File: src/rtl/div_pkg.sv
// Shared types and constants for the sequential restoring divider.
package div_pkg;

    localparam int DW_DEF = 16;
    localparam int VW_DEF = 8;
    localparam int CNT_W  = 5;

    typedef enum logic [1:0] {
        IDLE = 2'd0,
        RUN  = 2'd1,
        DONE = 2'd2
    } div_state_e;

endpackage

File: src/rtl/rca_adder.sv
// Parameterized ripple-carry adder; used as the divider's trial subtractor.
module rca_adder #(
    parameter int W = 9
) (
    input  logic [W-1:0] a_i,
    input  logic [W-1:0] b_i,
    input  logic         cin_i,
    output logic [W-1:0] sum_o,
    output logic         cout_o
);

    logic [W:0] carry_s;

    assign carry_s[0] = cin_i;

    for (genvar i = 0; i < W; i++) begin : g_fa
        assign sum_o[i]       = a_i[i] ^ b_i[i] ^ carry_s[i];
        assign carry_s[i + 1] = (a_i[i] & b_i[i]) | (carry_s[i] & (a_i[i] ^ b_i[i]));
    end

    assign cout_o = carry_s[W];

endmodule

File: src/rtl/seq_divider_rca.sv
// Sequential restoring divider: one quotient bit per clock, MSB first,
// with the trial subtraction done by a ripple-carry adder.
module seq_divider_rca
    import div_pkg::*;
#(
    parameter int DW = DW_DEF,
    parameter int VW = VW_DEF
) (
    input  logic          clk,
    input  logic          rst,
    input  logic          start,
    input  logic [DW-1:0] dividend,
    input  logic [VW-1:0] divisor,
    output logic          busy,
    output logic          done,
    output logic [DW-1:0] quotient,
    output logic [VW-1:0] remainder,
    output logic          dbz
);

    localparam logic [CNT_W-1:0] LAST_CNT = CNT_W'(DW - 1);

    div_state_e         state_q, state_d;
    logic [CNT_W-1:0]   cnt_q, cnt_d;
    // Upper VW bits: running remainder; lower DW bits: dividend shifting out, quotient shifting in.
    logic [VW+DW-1:0]   sr_q, sr_d;
    logic [VW-1:0]      div_q, div_d;
    logic               busy_q, busy_d;
    logic               done_q, done_d;
    logic               dbz_q, dbz_d;
    logic [DW-1:0]      quot_q, quot_d;
    logic [VW-1:0]      rem_q, rem_d;

    logic [VW:0]        partial_s;
    logic [VW:0]        trial_s;
    logic               no_borrow_s;
    logic [VW-1:0]      r_next_s;
    logic               unused_s;

    assign partial_s = {sr_q[VW+DW-1:DW], sr_q[DW-1]};

    rca_adder #(
        .W (VW + 1)
    ) u_sub (
        .a_i    (partial_s),
        .b_i    (~{1'b0, div_q}),
        .cin_i  (1'b1),
        .sum_o  (trial_s),
        .cout_o (no_borrow_s)
    );

    // Both candidates are below the divisor, so the top bit is always zero.
    assign r_next_s = no_borrow_s ? trial_s[VW-1:0] : partial_s[VW-1:0];
    assign unused_s = trial_s[VW];

    // Next-state, datapath and output-register logic.
    always_comb begin
        state_d = state_q;
        cnt_d   = cnt_q;
        sr_d    = sr_q;
        div_d   = div_q;
        busy_d  = 1'b0;
        done_d  = 1'b0;
        dbz_d   = dbz_q;
        quot_d  = quot_q;
        rem_d   = rem_q;
        case (state_q)
            IDLE, DONE: begin
                if (start) begin
                    state_d = RUN;
                    cnt_d   = {CNT_W{1'b0}};
                    sr_d    = {{VW{1'b0}}, dividend};
                    div_d   = divisor;
                    dbz_d   = 1'b0;
                    busy_d  = (divisor != {VW{1'b0}});
                end else begin
                    state_d = IDLE;
                end
            end
            RUN: begin
                // A zero divisor spends its single RUN cycle with busy low, then reports.
                if (div_q == {VW{1'b0}}) begin
                    state_d = DONE;
                    done_d  = 1'b1;
                    dbz_d   = 1'b1;
                    quot_d  = {DW{1'b1}};
                    rem_d   = sr_q[VW-1:0];
                end else begin
                    sr_d  = {r_next_s, sr_q[DW-2:0], no_borrow_s};
                    cnt_d = cnt_q + CNT_W'(1);
                    if (cnt_q == LAST_CNT) begin
                        state_d = DONE;
                        done_d  = 1'b1;
                        quot_d  = {sr_q[DW-2:0], no_borrow_s};
                        rem_d   = r_next_s;
                    end else begin
                        busy_d = 1'b1;
                    end
                end
            end
            default: begin
                state_d = IDLE;
            end
        endcase
    end

    // State and datapath registers with synchronous reset.
    always_ff @(posedge clk) begin
        if (rst) begin
            state_q <= IDLE;
            cnt_q   <= {CNT_W{1'b0}};
            sr_q    <= {(VW+DW){1'b0}};
            div_q   <= {VW{1'b0}};
            busy_q  <= 1'b0;
            done_q  <= 1'b0;
            dbz_q   <= 1'b0;
            quot_q  <= {DW{1'b0}};
            rem_q   <= {VW{1'b0}};
        end else begin
            state_q <= state_d;
            cnt_q   <= cnt_d;
            sr_q    <= sr_d;
            div_q   <= div_d;
            busy_q  <= busy_d;
            done_q  <= done_d;
            dbz_q   <= dbz_d;
            quot_q  <= quot_d;
            rem_q   <= rem_d;
        end
    end

    assign busy      = busy_q;
    assign done      = done_q;
    assign dbz       = dbz_q;
    assign quotient  = quot_q;
    assign remainder = rem_q;

endmodule

File: config.mk
export PLATFORM = sky130hd
export DESIGN_NAME = seq_divider_rca
export DESIGN_NICKNAME = d
export VERILOG_FILES = /design/src/rtl/div_pkg.sv /design/src/rtl/rca_adder.sv /design/src/rtl/seq_divider_rca.sv
export SDC_FILE = /design/constraint.sdc
export NUM_CORES = 1
export LEC_CHECK = 0
export ABC_AREA = 1
export BUFFER_PORTS_ARGS = -buffer_cell sky130_fd_sc_hd__buf_4
export CORE_MARGIN = 2
export CORE_UTILIZATION = 56
export CTS_CLUSTER_SIZE = 30
export DETAILED_ROUTE_END_ITERATION = 7
export PLACE_DENSITY_LB_ADDON = 0.15
export REMOVE_ABC_BUFFERS = 1
export SLEW_MARGIN = 0
export SYNTH_ARGS = -nofsm -noshare
export SYNTH_HDL_FRONTEND = slang
export SYNTH_SLANG_ARGS = --single-unit
File: constraint.sdc
create_clock -name clk -period 5.1 [get_ports clk]
set_input_delay 0.255 -clock clk [delete_from_list [all_inputs] [get_ports clk]]
set_output_delay 0.255 -clock clk [all_outputs]
set_load 0.03 [all_outputs]
# == After elaboration in Yosys (flattened, before gate mapping) ==
# Cells that the tools add are included.
# totals
out_inout_bits,27
reg_bits,66
# op_classes
mux,24
addsub,1
reduce_logical,11
eq_ne,7
bitwise,45
# op_table
cell,n
two-way mux 24 bit,2
one-hot mux 24 bit (2 select lines),1
two-way mux 16 bit,2
two-way mux 8 bit,3
bitwise AND 1 bit,17
XOR 1 bit,16
two-way mux 5 bit,2
one-hot mux 5 bit (2 select lines),1
NOT 8 -> 9 bit,1
bitwise OR 1 bit,9
zero test 8 bit,1
two-way mux 1 bit,8
nonzero test 8 bit,1
"!= test 2 bit, second input constant",3
AND reduction 3 bit,2
"adder 5 x 1 -> 5 bit, second input constant",1
"equality test 5 x 4 -> 1 bit, second input constant",1
two-way mux 2 bit,2
one-hot mux 1 bit (2 select lines),2
one-hot mux 2 bit (2 select lines),1
AND reduction 2 bit,2
nonzero test 2 bit,2
OR reduction 2 bit,2
"!= test 3 bit, second input constant",1
4 further kinds,5

# == Logic depth before layout (Yosys ltp) ==
# logic_depth
word_depth,22
mapped_depth,17
mapped_depth_nobuf,17

# == Hierarchy ==
# A second synthesis with hierarchy kept.
# hier_totals
hier_cells,497
area_unflattened_um2,3393.3
# modules_own_cells
mod,instances,area_each_um2,cells_each,seq_area_each_um2
seq_divider_rca,1,3175.5,478,1321.3
rca_adder,1,217.7,19,0.0

# == Worst setup path before layout ==
# Ideal clock, no wire load.
# synth_timing
path_type,register to register
start,reg sr_q[15]
end,reg rem_q[1] (netlist: remainder[1])
required_time_ps,4988
synth_period_minus_slack_ps,3581
setup_ps,112
stages_incl_launch_ff,18
arrival_time_ps,3470
slack_ps,1519
path_buffers,1
path_cell_list,dfxtp_1 inv_1 ha_1 inv_1 fa_1 fa_1 fa_1 fa_1 fa_1 inv_1 fa_1 fa_1 nand2_1 buf_2 o21ai_0 o21ai_0 nor2_1 nor2_1
# synth_between
elab_chain_cells,21
# synth_lines
element,line_no,source
"start, declared",seq_divider_rca.sv:26,"logic [VW+DW-1:0] sr_q, sr_d;"
"start signal, assigned",seq_divider_rca.sv:112,sr_q <= {(VW+DW){1'b0}};
"start signal, assigned",seq_divider_rca.sv:122,sr_q <= sr_d;
bitwise AND 1 bit or XOR 1 bit (tied branches),rca_adder.sv:18,assign carry_s[i + 1] = (a_i[i] & b_i[i]) | (carry_s[i] & (a_i[i] ^ b_i[i]));
bitwise OR 1 bit *,rca_adder.sv:18,
bitwise AND 1 bit,rca_adder.sv:18,
bitwise OR 1 bit,rca_adder.sv:18,
bitwise AND 1 bit,rca_adder.sv:18,
bitwise OR 1 bit,rca_adder.sv:18,
bitwise AND 1 bit,rca_adder.sv:18,
bitwise OR 1 bit,rca_adder.sv:18,
[5 not listed],n/a,
bitwise OR 1 bit,rca_adder.sv:18,
bitwise AND 1 bit,rca_adder.sv:18,
bitwise OR 1 bit,rca_adder.sv:18,
bitwise AND 1 bit,rca_adder.sv:18,
bitwise OR 1 bit,rca_adder.sv:18,
two-way mux 8 bit *,seq_divider_rca.sv:53,assign r_next_s = no_borrow_s ? trial_s[VW-1:0] : partial_s[VW-1:0];
two-way mux 8 bit *,seq_divider_rca.sv:91,if (cnt_q == LAST_CNT) begin
two-way mux 8 bit *,seq_divider_rca.sv:82,if (div_q == {VW{1'b0}}) begin
"end signal, assigned",seq_divider_rca.sv:118,rem_q <= {VW{1'b0}};
"end signal, assigned",seq_divider_rca.sv:128,rem_q <= rem_d;
"end, declared",seq_divider_rca.sv:32,"logic [VW-1:0] rem_q, rem_d;"
# Every way passes the cells marked *; elsewhere a longest branch is shown, timed or not. The select of a mux whose other input is x is not followed.
# A chain may end at the register's enable or synchronous reset.

# == Final worst setup path ==
# layout_timing
start,reg sr_q[15]
end,reg rem_q[6] (netlist: remainder[6])
# layout_between
elab_chain_cells,21
# layout_lines
element,line_no
bitwise AND 1 bit or XOR 1 bit (tied branches),rca_adder.sv:18
bitwise OR 1 bit *,rca_adder.sv:18
bitwise AND 1 bit *,rca_adder.sv:18
bitwise OR 1 bit *,rca_adder.sv:18
bitwise AND 1 bit *,rca_adder.sv:18
bitwise OR 1 bit *,rca_adder.sv:18
bitwise AND 1 bit *,rca_adder.sv:18
bitwise OR 1 bit *,rca_adder.sv:18
[5 not listed],n/a
bitwise OR 1 bit,rca_adder.sv:18
bitwise AND 1 bit,rca_adder.sv:18
bitwise OR 1 bit,rca_adder.sv:18
bitwise AND 1 bit,rca_adder.sv:18
bitwise OR 1 bit,rca_adder.sv:18
two-way mux 8 bit *,seq_divider_rca.sv:53
two-way mux 8 bit *,seq_divider_rca.sv:91
two-way mux 8 bit *,seq_divider_rca.sv:82
# Marks and branches as above.

==> metrics.md <==
| Metric | Value |
|---|---|
| Hold_ws | 169 ps |
| GRT Resource Usage Total | 25.5% |
| # diodes | 0 |
| Synth Area in Adders | 5.57% |
| CTS Buffer Depth | 2 |
| Die X | 79.5 microns |
| Core Area | 5510 sq um |
| Post-synthesis mux area share | 0% |
| Status | completed |
| Vias in the first global route | 2713 |
| Critical-path top delay cell | fa_1 |
| Psw | 0.410 mW |
| Layout cell share with drive strength beyond 1 | 16.6% |
| Top Ports | 54 |
| Fin Clk Skew | 11.2 ps |
| Synth Instances | 442 |
| Worst-margin pin slew | 972 ps |
| Post-DP HPWL | 4560 microns |
| Clock Latency Late Sink | 350 ps |
| Commonest register cell after synthesis | dfxtp_1 |
| Power share of the combinational group | 21.1% |
| Routed Antenna Nets | 0 |
| Clk pin slew, worst setup/hold paths | 70 ps |
| Largest family of logic cells by synthesized area | simple AND/OR/NAND/NOR gates |
| Post-synthesis sequential area ratio | 41.4% |
| Drt pass-1 iters | 4 |
| CTS sink count | 66 |
| Final Setup Violations | 0 |
| Critical path class | flip-flop to flip-flop |
| Clock Power Share | 34.7% |
| CP Cell Sequence | inv_1, ha_1, inv_1, fa_1, fa_1, fa_1, fa_1, fa_1, inv_1, fa_1, fa_1, nand2_1, o21ai_0, o21ai_0, nor2_1, nor2_1 |
| CP arrival | 4230 ps |
| Crit. End Element | flip-flop |
| Post-CTS setup buffers | 0 |
| Met3 usage | 4.64% |
| Crit path max fanout | 18 |
| Met2 GRT Util | 41.6% |
| Crit share post-route | 78.2% |
| Hold buffers post-CTS | 0 |
| Post-synth ARST share | 0% |
| Grt peak-use layer | met2 |
| Initial Utilization | 57.9% |
| FP Rows | 27 |
| Top-count cell post-synth | nand2_1 |
| H-tree depth | 3 |
| Num CTS Buffers | 9 |
| Flop pwr share | 44.2% |
| Max Freq | 251 MHz |
| Max Slew Vio Count | 0 |
| Port Buf Inserts | 53 |
| Avg WL per Cell | 13.5 microns |
| Synth Warn # | 0 |
| Drt first-iter violations | 216 |
| Switching power share of the total | 31.4% |
| Initial antenna violation count | 0 |
| Simple-Gate Fraction of Synth Area | 31.1% |
| Fin Setup TNS | 0 ps |
| PD cells | 350 nW/um^2 |
| Post_cts resized | 0 |
| Total via count in the routed design | 2965 |
| Slew HR | 35.1% |
| Die Y | 79.5 microns |
| DR vias/cell | 5.34 |
| VDD IR max | 233 uV |
| Number of max-cap violations | 0 |
| Post-synth top area cell | dfxtp_1 |
| GP Congestion | 0.806 |
| M1 GR Usage | 32.9% |
| EDFF count, synth | 0 |
| Final Hold Fails | 0 |
| Netlist cell types | 22 |
| Syn_area_per_cell | 7.22 sq um |
| Post-synth top area share | 41.4% |
| Final nets | 515 |
| CTS tree | built |
| GRT Residual Overflow | 0 |
| First-pass GRT wire length | 12500 microns |
| Synth Area in XOR/XNOR | 0% |
| Die ar. | 6310 sq um |
| Power Internal | 0.895 mW |
| Root Buffer | clkbuf_8 |
| Final min period | 3990 ps |
| Worst path most repeated cell | fa_1 |
| Largest net degree at the start of global routing | 50 |
| Slowest stage delay, CP | 400 ps |
| Syn Std Cell Area | 3190 sq um |
| Top post-synthesis cells by area | dfxtp_1 (41%), nand2_1 (15%), nand3_1 (7.1%) |
| Startpoint Class | flip-flop |
| RSZ-0062 raised after global routing | false |
| LEAKAGE | 1.58 nW |
| Synth-to-layout area growth | 16.8% |
| Top post-synthesis cells by count | nand2_1 (127), dfxtp_1 (66), nand3_1 (45) |
| Compound-Gate Fraction of Synth Area | 14.0% |
| #FFs+latches synth | 66 |
| Critical path required time | 5350 ps |
| DR DRC count | 0 |
| Final WL | 7500 microns |
| Hold Crit Class | primary input to flip-flop |
## worst max-delay path: cells and delay by family, from the launching register on
kind,cells,cell delay (ps)
AND/OR/NAND/NOR,3,460
adder cells (fa/ha/maj),8,2420
flip-flops,1,330
AO/OA/AOI/OAI,2,510
buffers and inverters,3,190
## sequential cells by signal, summed over array words and instances (netlist names)
name and flops:
done 1, sr_q 24, cnt_q 5, dbz 1, div_q 8, quotient 16
state_q 2, remainder 8, busy 1
## metrics by stage
stage	utilization, %	std cells	instance area [sq um]	power, mW	setup slack [ps]
2_1_floorplan	-	413	3030	0.771	1540
3_3_place_gp	64.0	539	3520	0.855	1280
3_5_place_dp	64.0	539	3520	0.862	1160
4_1_cts	67.7	555	3730	1.31	1120
5_1_grt	67.7	555	3730	1.37	806
6_report	67.7	555	3730	1.30	1110
## area by class of cell
cell class,instances,area (sq um)
repair buffers,54,405
fillers,512,1780
flip-flops and latches,66,1320
inverters,24,90.1
clock buffers,11,151
multi-input cells,323,1620
well taps,72,90.1
clock inverters,5,52.6
## kinds of logic (layout without fill, tap and decap cells)
logic type,count (synthesis),in the layout
and+or+nand+nor,231,231
AOI/OAI and AO/OA,82,82
DFF,66,66
buffers and inverters,53,94
adders and majority gates,10,10
## routing by layer
metal | routed length, microns | part of all wire [%]
met1 | 3320 | 44
met5 | 0 | 0
met4 | 74 | 0.99
met2 | 3560 | 48
met3 | 536 | 7.1
## power by group through the flow
stage	clock, mW	sequential (mW)	combinational (mW)
after floorplan	0	0.606	0.165
after global placement	0	0.586	0.268
after detailed placement	0	0.588	0.274
after CTS	0.456	0.576	0.276
after global routing	0.478	0.581	0.314
final	0.453	0.577	0.275
## worst paths after layout
kind,depth (start not counted),start,slack [ps],endpoint
max,16,sr_q[15]$_SDFFE_PP0P_,1110,remainder[6]$_SDFFE_PP0P_
min,3,divisor[6],170,div_q[6]$_SDFFE_PP0P_
max reg2reg,16,sr_q[15]$_SDFFE_PP0P_,1110,remainder[6]$_SDFFE_PP0P_
min reg2reg,2,dbz$_SDFFE_PP0P_,470,dbz$_SDFFE_PP0P_
## placed cells by master (no fill, tap or decap), types with 3 or more instances in the layout
cell / count
nand3b_1: 8
fa_1: 7
dfxtp_1: 66
buf_4: 54
clkbuf_8: 11
o21ai_0: 26
ha_1: 3
nand2_1: 127
a21oi_1: 38
clkinv_2: 3
a31oi_1: 16
nand3_1: 45
inv_1: 22
nor2_1: 44
Power figures use the tool's default switching activity.
